File: src/rtl/alu_muldiv_seq.sv
// Iterative WIDTHxWIDTH multiplier / restoring divider, one bit per clock, 17-cycle fixed latency.
// Optional two's-complement mode is enabled by defining MULDIV_SIGNED_EN.
module alu_muldiv_seq #(
  parameter int WIDTH = 16
) (
  input  logic             clk,
  input  logic             rst,
  input  logic             start,
  input  logic [1:0]       op,
  input  logic [WIDTH-1:0] in_a,
  input  logic [WIDTH-1:0] in_b,
  output logic             busy,
  output logic             done,
  output logic             stall,
  output logic [WIDTH-1:0] result_hi,
  output logic [WIDTH-1:0] result_lo,
  output logic             z,
  output logic             c,
  output logic             div_by_zero
);

  localparam int CW = $clog2(WIDTH);

  typedef enum logic [1:0] {IDLE, RUN, DONE} state_t;

  state_t           r_state, w_stateNext;
  logic [CW-1:0]    r_cnt;
  logic             r_isDiv, r_negRes, r_negRem, r_sgnOp, r_bZero;
  logic [WIDTH-1:0] r_acc, r_mq, r_b;

  logic             w_signed, w_accept;
  logic [WIDTH-1:0] w_magA, w_magB;
  logic [WIDTH:0]   w_sum, w_trial;
  logic [WIDTH-1:0] w_diff;
  logic             w_borrow;
  logic [WIDTH-1:0] w_accNext, w_mqNext;
  logic [2*WIDTH-1:0] w_prod, w_prodFix;
  logic [WIDTH-1:0] w_quo, w_rem, w_hiFinal, w_loFinal;
  logic             w_zFinal, w_cFinal;

`ifdef MULDIV_SIGNED_EN
  assign w_signed = op[1];
`else
  assign w_signed = op[1] & 1'b0;
`endif

  assign busy     = (r_state == RUN);
  assign done     = (r_state == DONE);
  assign stall    = (start & ~busy) | busy;
  assign w_accept = start & ~busy;

  // Operands enter the loop as magnitudes; signs are reapplied at completion.
  assign w_magA = (w_signed && in_a[WIDTH-1]) ? -in_a : in_a;
  assign w_magB = (w_signed && in_b[WIDTH-1]) ? -in_b : in_b;

  assign w_sum    = {1'b0, r_acc} + (r_mq[0] ? {1'b0, r_b} : '0);
  assign w_trial  = {r_acc, r_mq[WIDTH-1]};
  assign w_borrow = (w_trial < {1'b0, r_b});
  assign w_diff   = w_trial[WIDTH-1:0] - r_b;

  // r_acc is the product high half or the partial remainder; r_mq the multiplier or dividend/quotient.
  always_comb begin
    w_accNext = w_sum[WIDTH:1];
    w_mqNext  = {w_sum[0], r_mq[WIDTH-1:1]};
    if (r_isDiv) begin
      w_accNext = w_borrow ? w_trial[WIDTH-1:0] : w_diff;
      w_mqNext  = {r_mq[WIDTH-2:0], ~w_borrow};
    end
  end

  assign w_prod    = {w_accNext, w_mqNext};
  assign w_prodFix = r_negRes ? -w_prod : w_prod;
  assign w_quo     = r_negRes ? -w_mqNext : w_mqNext;
  assign w_rem     = r_negRem ? -w_accNext : w_accNext;

  always_comb begin
    w_hiFinal = w_prodFix[2*WIDTH-1:WIDTH];
    w_loFinal = w_prodFix[WIDTH-1:0];
    w_zFinal  = (w_prodFix == '0);
    w_cFinal  = (w_prodFix[2*WIDTH-1:WIDTH] != '0);
    if (r_isDiv) begin
      w_hiFinal = w_rem;
      w_loFinal = w_quo;
      w_zFinal  = (w_quo == '0);
      // A positive signed quotient with the top bit set cannot be represented.
      w_cFinal  = r_bZero | (r_sgnOp & ~r_negRes & w_mqNext[WIDTH-1]);
    end
  end

  always_ff @(posedge clk) begin
    if (rst) r_state <= IDLE;
    else     r_state <= w_stateNext;
  end

  always_comb begin
    w_stateNext = r_state;
    case (r_state)
      IDLE:    if (start) w_stateNext = RUN;
      RUN:     if (r_cnt == '0) w_stateNext = DONE;
      DONE:    w_stateNext = start ? RUN : IDLE;
      default: w_stateNext = IDLE;
    endcase
  end

  always_ff @(posedge clk) begin
    if (rst) begin
      r_cnt       <= '0;
      r_isDiv     <= 1'b0;
      r_negRes    <= 1'b0;
      r_negRem    <= 1'b0;
      r_sgnOp     <= 1'b0;
      r_bZero     <= 1'b0;
      r_acc       <= '0;
      r_mq        <= '0;
      r_b         <= '0;
      result_hi   <= '0;
      result_lo   <= '0;
      z           <= 1'b0;
      c           <= 1'b0;
      div_by_zero <= 1'b0;
    end else if (w_accept) begin
      r_cnt    <= CW'(WIDTH - 1);
      r_isDiv  <= op[0];
      r_sgnOp  <= w_signed;
      r_negRes <= w_signed & (in_a[WIDTH-1] ^ in_b[WIDTH-1]);
      r_negRem <= w_signed & in_a[WIDTH-1];
      r_bZero  <= op[0] & (in_b == '0);
      r_acc    <= '0;
      r_mq     <= op[0] ? w_magA : w_magB;
      r_b      <= op[0] ? w_magB : w_magA;
    end else if (busy) begin
      r_acc <= w_accNext;
      r_mq  <= w_mqNext;
      r_cnt <= r_cnt - 1'b1;
      if (r_cnt == '0) begin
        result_hi   <= w_hiFinal;
        result_lo   <= w_loFinal;
        z           <= w_zFinal;
        c           <= w_cFinal;
        div_by_zero <= r_bZero;
      end
    end
  end

endmodule

File: config.mk
export PLATFORM = sky130hd
export DESIGN_NAME = alu_muldiv_seq
export DESIGN_NICKNAME = d
export VERILOG_FILES = /design/src/rtl/alu_muldiv_seq.sv
export SDC_FILE = /design/constraint.sdc
export NUM_CORES = 1
export LEC_CHECK = 0
export BUFFER_PORTS_ARGS = -buffer_cell sky130_fd_sc_hd__buf_2
export CAP_MARGIN = 20
export CORE_MARGIN = 2
export CORE_UTILIZATION = 55
export CTS_CLUSTER_SIZE = 25
export DETAILED_ROUTE_END_ITERATION = 8
export HOLD_SLACK_MARGIN = 0.05
export PLACE_DENSITY = 0.8
export SYNTH_ARGS = -nofsm -noshare
export SYNTH_HDL_FRONTEND = slang
export SYNTH_SLANG_ARGS = --single-unit
export TNS_END_PERCENT = 10
File: constraint.sdc
create_clock -name clk -period 8.3 [get_ports clk]
set_input_delay 0.415 -clock clk [delete_from_list [all_inputs] [get_ports clk]]
set_output_delay 0.415 -clock clk [all_outputs]
set_load 0.02 [all_outputs]
==> flow_summary.ini, run 1 <==
[outcome]
status = finished clean

[critical_path]
crit_path_max_incr_delay_ns = 0.54
r2r_end = z
cp_data_required_time_ns = 8.57
path_max_fanout = 19
end_kind = flop
slowest_stage = dfxtp_1
critPathKind = flop to flop
cp_cell_sequence = and2_1, ha_1, fa_1, a21o_1, a221o_1, a31oi_1, o31ai_1, xor2_1, a221oi_1, nand2_1, nand4bb_1, o31ai_2
ff2ff_setup_slack_ns = 4.39
crit_cells = 12
cp_top_family = compound AO/OA/AOI/OAI gates
cp-start-kind = flop
crit_start = r_mq[0]
r2r_start = r_mq[0]
critical_path_buf_inv_count = 0
rr_worst_depth = 12
crit_arrival_ns = 4.19
crit_end = z

[global_routing]
grt_max_degree = 78
grt.total_usage = 0.291
antenna_found_initial = 0
grt_pass1_vias = 5480
overflow = 0
grt_pass1_wl_mm = 26.6

[pwr]
p_per_area_nw_per_um2 = 179
switching_power_w = 0.000442
p_total_w = 0.00117
switching_share = 0.378
pwr-share-comb = 0.314
p_leak_nw = 2.90
peakVddDrop_mv = 0.103
p_clk_frac = 0.260
p_int_w = 0.000727
p_seq_frac = 0.426

[synth]
yosys_warnings = 0
ys_types = 63
synth-seq-cells = 91
synth_common_cells = nor2_1 (131), dfxtp_1 (91), a21oi_1 (71)
synth_most_common_cell = nor2_1
synth_seq_area_share = 0.307
synth_area_um2 = 5930
synth_area_leaders = dfxtp_1 (31%), mux2i_1 (8.6%), nor2_1 (8.3%)
synthesis.nets = 825
synth_cells = 753
synth.top_cell.area_share = 0.307
yosys.area.top_type = dfxtp_1
synth_edf_count = 0
async_reset_ff_frac = 0
synth_flop_cell = dfxtp_1
synth.avg_cell_area_um2 = 7.88

[floorplanning]
rows = 37
core_um2 = 10400
start_util = 0.569
die_x_um = 108
die-area_um2 = 11600
die_h_um = 108
ios = 75

[min_path]
min_from = in_a[12]
hold_depth = 3
min-delay-path-class = input port to flop

[drt]
drc = 0
drt_iter0_markers = 396
drtPass1Iterations = 5
drtAntennaViolNets = 0
dr_total_vias = 5745
viasPerCell = 6.15
routed_wl_mm = 16.7
wl_per_cell_um = 17.9

[clocking]
cts_buffers = 9
cts_hold_buf = 0
clkTransAtPathRegs_ns = 0.10
cts-htree-levels = 3
cts.sinks = 91
clock-root-buffer = clkbuf_8
cts_tree = done
cts_setup_buffers = 0
max-clock-path-buffers = 2
clk_latency_ns = 0.37
post_cts_resize_count = 0

[timing]
worstMarginPinSlew_ns = 0.887
timing.final.crit_share = 0.471
max_freq_mhz = 256
final_max_slew_viol_count = 0
fin_setup_tns_ns = 0
rsz0062_at_grt = false
setup_viol = 0
finalCriticalPeriod_ns = 3.91
hold_violations = 0
post-route-worst-setup-slack_ns = 4.39
skew_ns = 0.0168
slew_headroom = 0.408

[placement]
io_buffer_count = 73
post-place-cells = 916
place_hpwl_mm = 12.5
pre_cts_slack_ns = 4.48
gp_congestion = 0.956

[layout]
antenna_cells = 0
fin_nets = 865
post-route-util = 0.628
area_growth_syn_to_layout_pct = 10.4
fillers = 963
layoutNonFillerInstCount = 934
drive_gt1_frac = 0.138

[flow_run]
cap_violations = 0
==> layout make-up <==
type                       instances  area, um2  share of cell area
multi-input combinational        586       3820               0.584
timing repair buffer              78        430              0.0657
inverter                          27        101              0.0155
clock inverter                     7       76.3              0.0117
tap                              136        170              0.0260
clock buffer                       9        124              0.0189
sequential                        91       1820               0.278
==> through the flow <==
stage	hold WS (ns)	instance area (um2)
after floorplan	0.440	5930
after global placement	0.441	6300
after detailed placement	0.447	6300
after CTS	0.392	6500
after global routing	0.401	6550
final	0.406	6550
==> state kept, by name (all words and copies together) (netlist names) <==
name         cells
div_by_zero      1
c                1
result_lo       16
r_state          2
result_hi       16
r_bZero          1
z                1
r_b             16
r_mq            16
r_cnt            4
r_isDiv          1
r_acc           16
==> worst register-to-register path, delay by kind of cell (launching register included) <==
kind / cells / cell delay, ns
xor gates and xnor gates: 1 / 0.17
adders and majority gates: 2 / 0.63
DFF: 1 / 0.54
and+or+nand+nor: 3 / 0.68
AOI/OAI and AO/OA: 6 / 1.81
==> routing by layer <==
layer	routed length, um	track usage	vias to the layer above
met5	0	0	-
met4	750	0.156	0
met3	829	0.0436	46
met2	8100	0.491	204
met1	7050	0.357	2707
li1	-	-	2788
==> worst min-delay path by stage <==
stage	end	slack, ns
detailed placement	result_hi[8]	0.45
global placement	result_hi[1]	0.44
global route	r_b[12]	0.40
finish	r_b[12]	0.41
CTS	r_b[12]	0.39
floorplan	div_by_zero	0.44
==> kinds of logic (layout without fill, tap and decap cells) <==
group	Yosys count	after routing	share of synthesized area
XOR/XNOR	23	23	0.0340
flip-flops	91	91	0.307
AO/OA/AOI/OAI	210	210	0.238
adder cells (fa/ha/maj)	35	35	0.0764
AND/OR/NAND/NOR	264	264	0.203
multiplexers	54	54	0.0918
buffers and inverters	76	121	0.0498
==> cells in the final DEF (no fill, tap or decap), types with 11 or more instances in the layout <==
cell type  instances
buf_2             73
dfxtp_1           90
ha_1              33
nor2_1           130
nand2_1           54
mux2i_1           51
o21ai_0           13
a211oi_1          62
and2_1            20
xnor2_1           12
a21oi_1           71
xor2_1            11
inv_1             26
a21o_1            16
==> power groups by stage <==
| stage | Clock (W) | Combinational (W) | Sequential, W |
|---|---|---|---|
| global route | 0.000323 | 0.000402 | 0.000502 |
| CTS | 0.000307 | 0.000359 | 0.000497 |
| finish | 0.000304 | 0.000367 | 0.000498 |
| floorplan | 0 | 0.000263 | 0.000504 |
| global placement | 0 | 0.000348 | 0.000506 |
| detailed placement | 0 | 0.000357 | 0.000507 |
Power figures use the tool's default switching activity.
==> run 2, diff against run 1 <==
==> constraint.sdc (replaced) <==
create_clock -name clk -period 3.85 [get_ports clk]
set_input_delay 0.1925 -clock clk [delete_from_list [all_inputs] [get_ports clk]]
set_output_delay 0.1925 -clock clk [all_outputs]
set_load 0.02 [all_outputs]
==> flow_summary.ini, run 2 (synthesis results as in run 1) <==
[floorplanning]
die-area_um2 = 11600
rows = 37
core_um2 = 10400
ios = 75
start_util = 0.569
die_h_um = 108
die_x_um = 108

[clocking]
cts.sinks = 91
cts_setup_buffers = 0
cts_buffers = 9
clock-root-buffer = clkbuf_8
cts-htree-levels = 3
clk_latency_ns = 0.37
cts_tree = done
clkTransAtPathRegs_ns = 0.10
post_cts_resize_count = 0
cts_hold_buf = 0
max-clock-path-buffers = 2

[drt]
viasPerCell = 6.04
drtPass1Iterations = 5
drt_iter0_markers = 380
wl_per_cell_um = 17.7
routed_wl_mm = 16.7
drc = 0
drtAntennaViolNets = 0
dr_total_vias = 5716

[min_path]
min-delay-path-class = input port to flop

[timing]
setup_viol = 0
finalCriticalPeriod_ns = 3.49
timing.final.crit_share = 0.906
final_max_slew_viol_count = 0
max_freq_mhz = 287
hold_violations = 0
skew_ns = 0.0144
slew_headroom = 0.393
fin_setup_tns_ns = 0
rsz0062_at_grt = false
worstMarginPinSlew_ns = 0.911

[global_routing]
met3_usage = 0.0575
overflow = 0
use_met2 = 0.497
grt_max_degree = 58
grt.total_usage = 0.294
grt_pass1_vias = 5332
grt_use_met1 = 0.368
grt_pass1_wl_mm = 26.9
antenna_found_initial = 0
busiest_layer = met2

[placement]
io_buffer_count = 73
post-place-cells = 930
gp_congestion = 0.991
place_hpwl_mm = 12.8

[layout]
area_growth_syn_to_layout_pct = 11.4
drive_gt1_frac = 0.151
fin_nets = 877
post-route-util = 0.634
antenna_cells = 0
final_cell_mix = nor2_1 (130), dfxtp_1 (90), buf_2 (73)
layoutNonFillerInstCount = 946
final_common_cell = nor2_1

[critical_path]
path_max_fanout = 11
crit_arrival_ns = 3.75
end_kind = flop
cp-start-kind = flop
cp_data_required_time_ns = 4.11
critPathKind = flop to flop

[flow_run]
cap_violations = 0

[pwr]
p_leak_nw = 2.94
p_per_area_nw_per_um2 = 382
peakVddDrop_mv = 0.214

[outcome]
status = finished clean
[run 2: critical path: stages, from the launching register on]
cell and delay (ns):
dfxtp_1 0.40, and2_1 0.20, ha_1 0.21, fa_1 0.41
a21o_1 0.21, a221o_1 0.37, a31oi_1 0.32, o31ai_1 0.15
a21o_1 0.19, nand2_1 0.06, a32oi_1 0.10, or4b_1 0.55
o211a_1 0.22
[run 2: cell type report]
| type | count | area, um2 |
|---|---|---|
| clock buffer | 9 | 124 |
| clock inverter | 7 | 71.3 |
| fill | 917 | 3810 |
| inverter | 27 | 101 |
| multi-input combinational | 586 | 3820 |
| sequential | 91 | 1820 |
| tap | 136 | 170 |
| timing repair buffer | 90 | 493 |
[run 2: report_power, final]
| part | internal [W] | total [W] | switching, W | leakage [nW] |
|---|---|---|---|---|
| sequential | 0.00101 | 0.00107 | 0.0000670 | 0.745 |
| combinational | 0.000313 | 0.000801 | 0.000488 | 2.11 |
| clock | 0.000253 | 0.000645 | 0.000393 | 0.0926 |
| total | 0.00157 | 0.00252 | 0.000947 | 2.94 |
[run 2: final timing paths]
path / startpoint / slack, ns / depth (start not counted) / endpoint
hold / removal: in_a[4] / 0.18 / 3 / r_b[4]
hold reg to reg: result_hi[3] / 0.46 / 2 / result_hi[3]
setup / recovery: r_mq[0] / 0.36 / 12 / c
setup reg to reg: r_mq[0] / 0.36 / 12 / c
[run 2: metal layers]
layer | share of wire | wire [um]
met1 | 0.44 | 7290
met2 | 0.48 | 7950
met3 | 0.056 | 936
met4 | 0.033 | 555
met5 | 0 | 0
[run 2: per-stage QoR]
stage	hold slack [ns]	area [um2]	power, W	setup WS, ns
global route	0.194	6600	0.00265	0.145
global placement	0.442	6410	0.00186	0.443
finish	0.184	6600	0.00252	0.363
floorplan	0.388	5930	0.00165	0.477
CTS	0.173	6600	0.00251	0.374
detailed placement	0.442	6410	0.00188	0.396
==> run 3, diff against run 2 <==
--- a/config.mk
+++ b/config.mk
@@ -8,11 +8,12 @@
 export BUFFER_PORTS_ARGS = -buffer_cell sky130_fd_sc_hd__buf_2
 export CAP_MARGIN = 20
 export CORE_MARGIN = 2
-export CORE_UTILIZATION = 55
+export CORE_UTILIZATION = 53
 export CTS_CLUSTER_SIZE = 25
 export DETAILED_ROUTE_END_ITERATION = 8
 export HOLD_SLACK_MARGIN = 0.05
-export PLACE_DENSITY = 0.8
+export PLACE_DENSITY = 0.81
+export SLEW_MARGIN = 20
 export SYNTH_ARGS = -nofsm -noshare
 export SYNTH_HDL_FRONTEND = slang
 export SYNTH_SLANG_ARGS = --single-unit
==> constraint.sdc (replaced) <==
create_clock -name clk -period 3.1 [get_ports clk]
set_input_delay 0.155 -clock clk [delete_from_list [all_inputs] [get_ports clk]]
set_output_delay 0.155 -clock clk [all_outputs]
set_load 0.02 [all_outputs]
==> flow_summary.ini, run 3 (synthesis results as in run 1) <==
[floorplanning]
die_x_um = 110
die-area_um2 = 12100
rows = 38
ios = 75
start_util = 0.545
core_um2 = 10900
die_h_um = 110

[layout]
final_cell_mix = nor2_1 (129), buf_4 (109), dfxtp_1 (82)
final_common_cell = nor2_1
design_area_um2 = 7570
area_growth_syn_to_layout_pct = 27.7
drive_gt1_frac = 0.280
antenna_cells = 0
fin_nets = 971

[drt]
viasPerCell = 5.94
drtPass1Iterations = 5
drt_iter0_markers = 397
dr_total_vias = 6199
drtAntennaViolNets = 0
wl_per_cell_um = 18.2
drc = 0
routed_wl_mm = 19.0

[timing]
skew_ns = 0.0151
rsz0062_at_grt = true
fin_setup_tns_ns = -0.137
finalCriticalPeriod_ns = 3.19
hold_violations = 0
timing.final.crit_share = 1.03
setup_viol = 2
post-route-worst-setup-slack_ns = -0.0893
final_max_slew_viol_count = 0
slew_headroom = 0.596
worstMarginPinSlew_ns = 0.606
max_freq_mhz = 314

[global_routing]
grt_pass1_vias = 5932
grt_pass1_wl_mm = 29.5
grt_max_degree = 58
overflow = 0
antenna_found_initial = 0
grt.total_usage = 0.323

[critical_path]
slowest_stage = a2111o_1
critPathKind = flop to flop
critical_path_buf_inv_count = 2
crit_path_max_incr_delay_ns = 0.41
end_kind = flop
path_max_fanout = 3
cp_cell_sequence = buf_4, and2_1, ha_1, a211o_1, a2111o_1, nand4_1, and2_1, buf_4, xor2_1, a22oi_1, nor3b_4, nand4bb_4, o211a_1
cp_data_required_time_ns = 3.38
cp-start-kind = flop
crit_arrival_ns = 3.47
cp_top_family = compound AO/OA/AOI/OAI gates

[placement]
place_hpwl_mm = 14.8
gp_congestion = 1.01
pre_cts_slack_ns = -0.203
dpl_cell_area_um2 = 7120
io_buffer_count = 73

[pwr]
p_total_w = 0.00350
peakVddDrop_mv = 0.492
p_per_area_nw_per_um2 = 462
p_leak_nw = 3.47

[flow_run]
cap_violations = 0

[clocking]
max-clock-path-buffers = 2
clkTransAtPathRegs_ns = 0.10
cts_hold_buf = 0
cts_buffers = 9
clock-root-buffer = clkbuf_8
cts-htree-levels = 3
cts_tree = done
cts.sinks = 91
clk_latency_ns = 0.39

[outcome]
violations = negative setup slack
status = finished with violations

[min_path]
min-delay-path-class = input port to flop
run 3: where the power goes:
part,switching [W],internal [W]
Combinational,0.000711,0.000582
Sequential,0.0000747,0.00125
Clock,0.000487,0.000395
run 3: layer usage:
metal / vias up / wire, um / part of all wire / global-route usage
li1: 3005 / - / - / -
met2: 234 / 8990 / 0.47 / 0.540
met5: - / 0 / 0 / 0
met4: 0 / 1220 / 0.064 / 0.197
met3: 74 / 1030 / 0.054 / 0.0694
met1: 2886 / 7790 / 0.41 / 0.375
run 3: through the flow:
| step | utilization | instances | hold slack (ns) |
|---|---|---|---|
| 5_1_grt | 0.696 | 1044 | 0.122 |
| 4_1_cts | 0.693 | 1044 | 0.116 |
| 3_3_place_gp | 0.654 | 1023 | 0.439 |
| 3_5_place_dp | 0.654 | 1023 | 0.443 |
| 2_1_floorplan | - | 753 | 0.350 |
| 6_report | 0.696 | 1044 | 0.128 |
run 3: cell type report:
cell class                      count  area (um2)
Tap cell                          140         175
Multi-Input combinational cell    586        4040
Clock buffer                        9         124
Sequential cell                    91        1830
Fill cell                         866        3310
Inverter                           27         101
Timing Repair Buffer              184        1210
Clock inverter                      7        93.8
run 3: timing repair:
item | in CTS | in global routing
hold endpoints to repair | 0 | 0
endpoints found under the setup margin | 2 | 4
buffers inserted | 5 | 0
pin swaps | 17 | 0
cloned | 0 | 0
gates resized for setup | 30 | 6
run 3: worst paths after layout:
check                       to    startpoint  cells after the start  slack, ns
setup / recovery             c        r_b[1]                     13      -0.09
hold / removal          r_b[5]       in_a[5]                      3       0.13
setup reg to reg             c        r_b[1]                     13      -0.09
hold reg to reg   result_hi[1]  result_hi[1]                      2       0.46
run 3: worst reg2reg max path: stages (launching register included):
cell and delay [ns]:
dfxtp_1 0.32, buf_4 0.13, and2_1 0.14, ha_1 0.27, a211o_1 0.30, a2111o_1 0.41, nand4_1 0.15, and2_1 0.23
buf_4 0.14, xor2_1 0.21, a22oi_1 0.14, nor3b_4 0.28, nand4bb_4 0.14, o211a_1 0.23
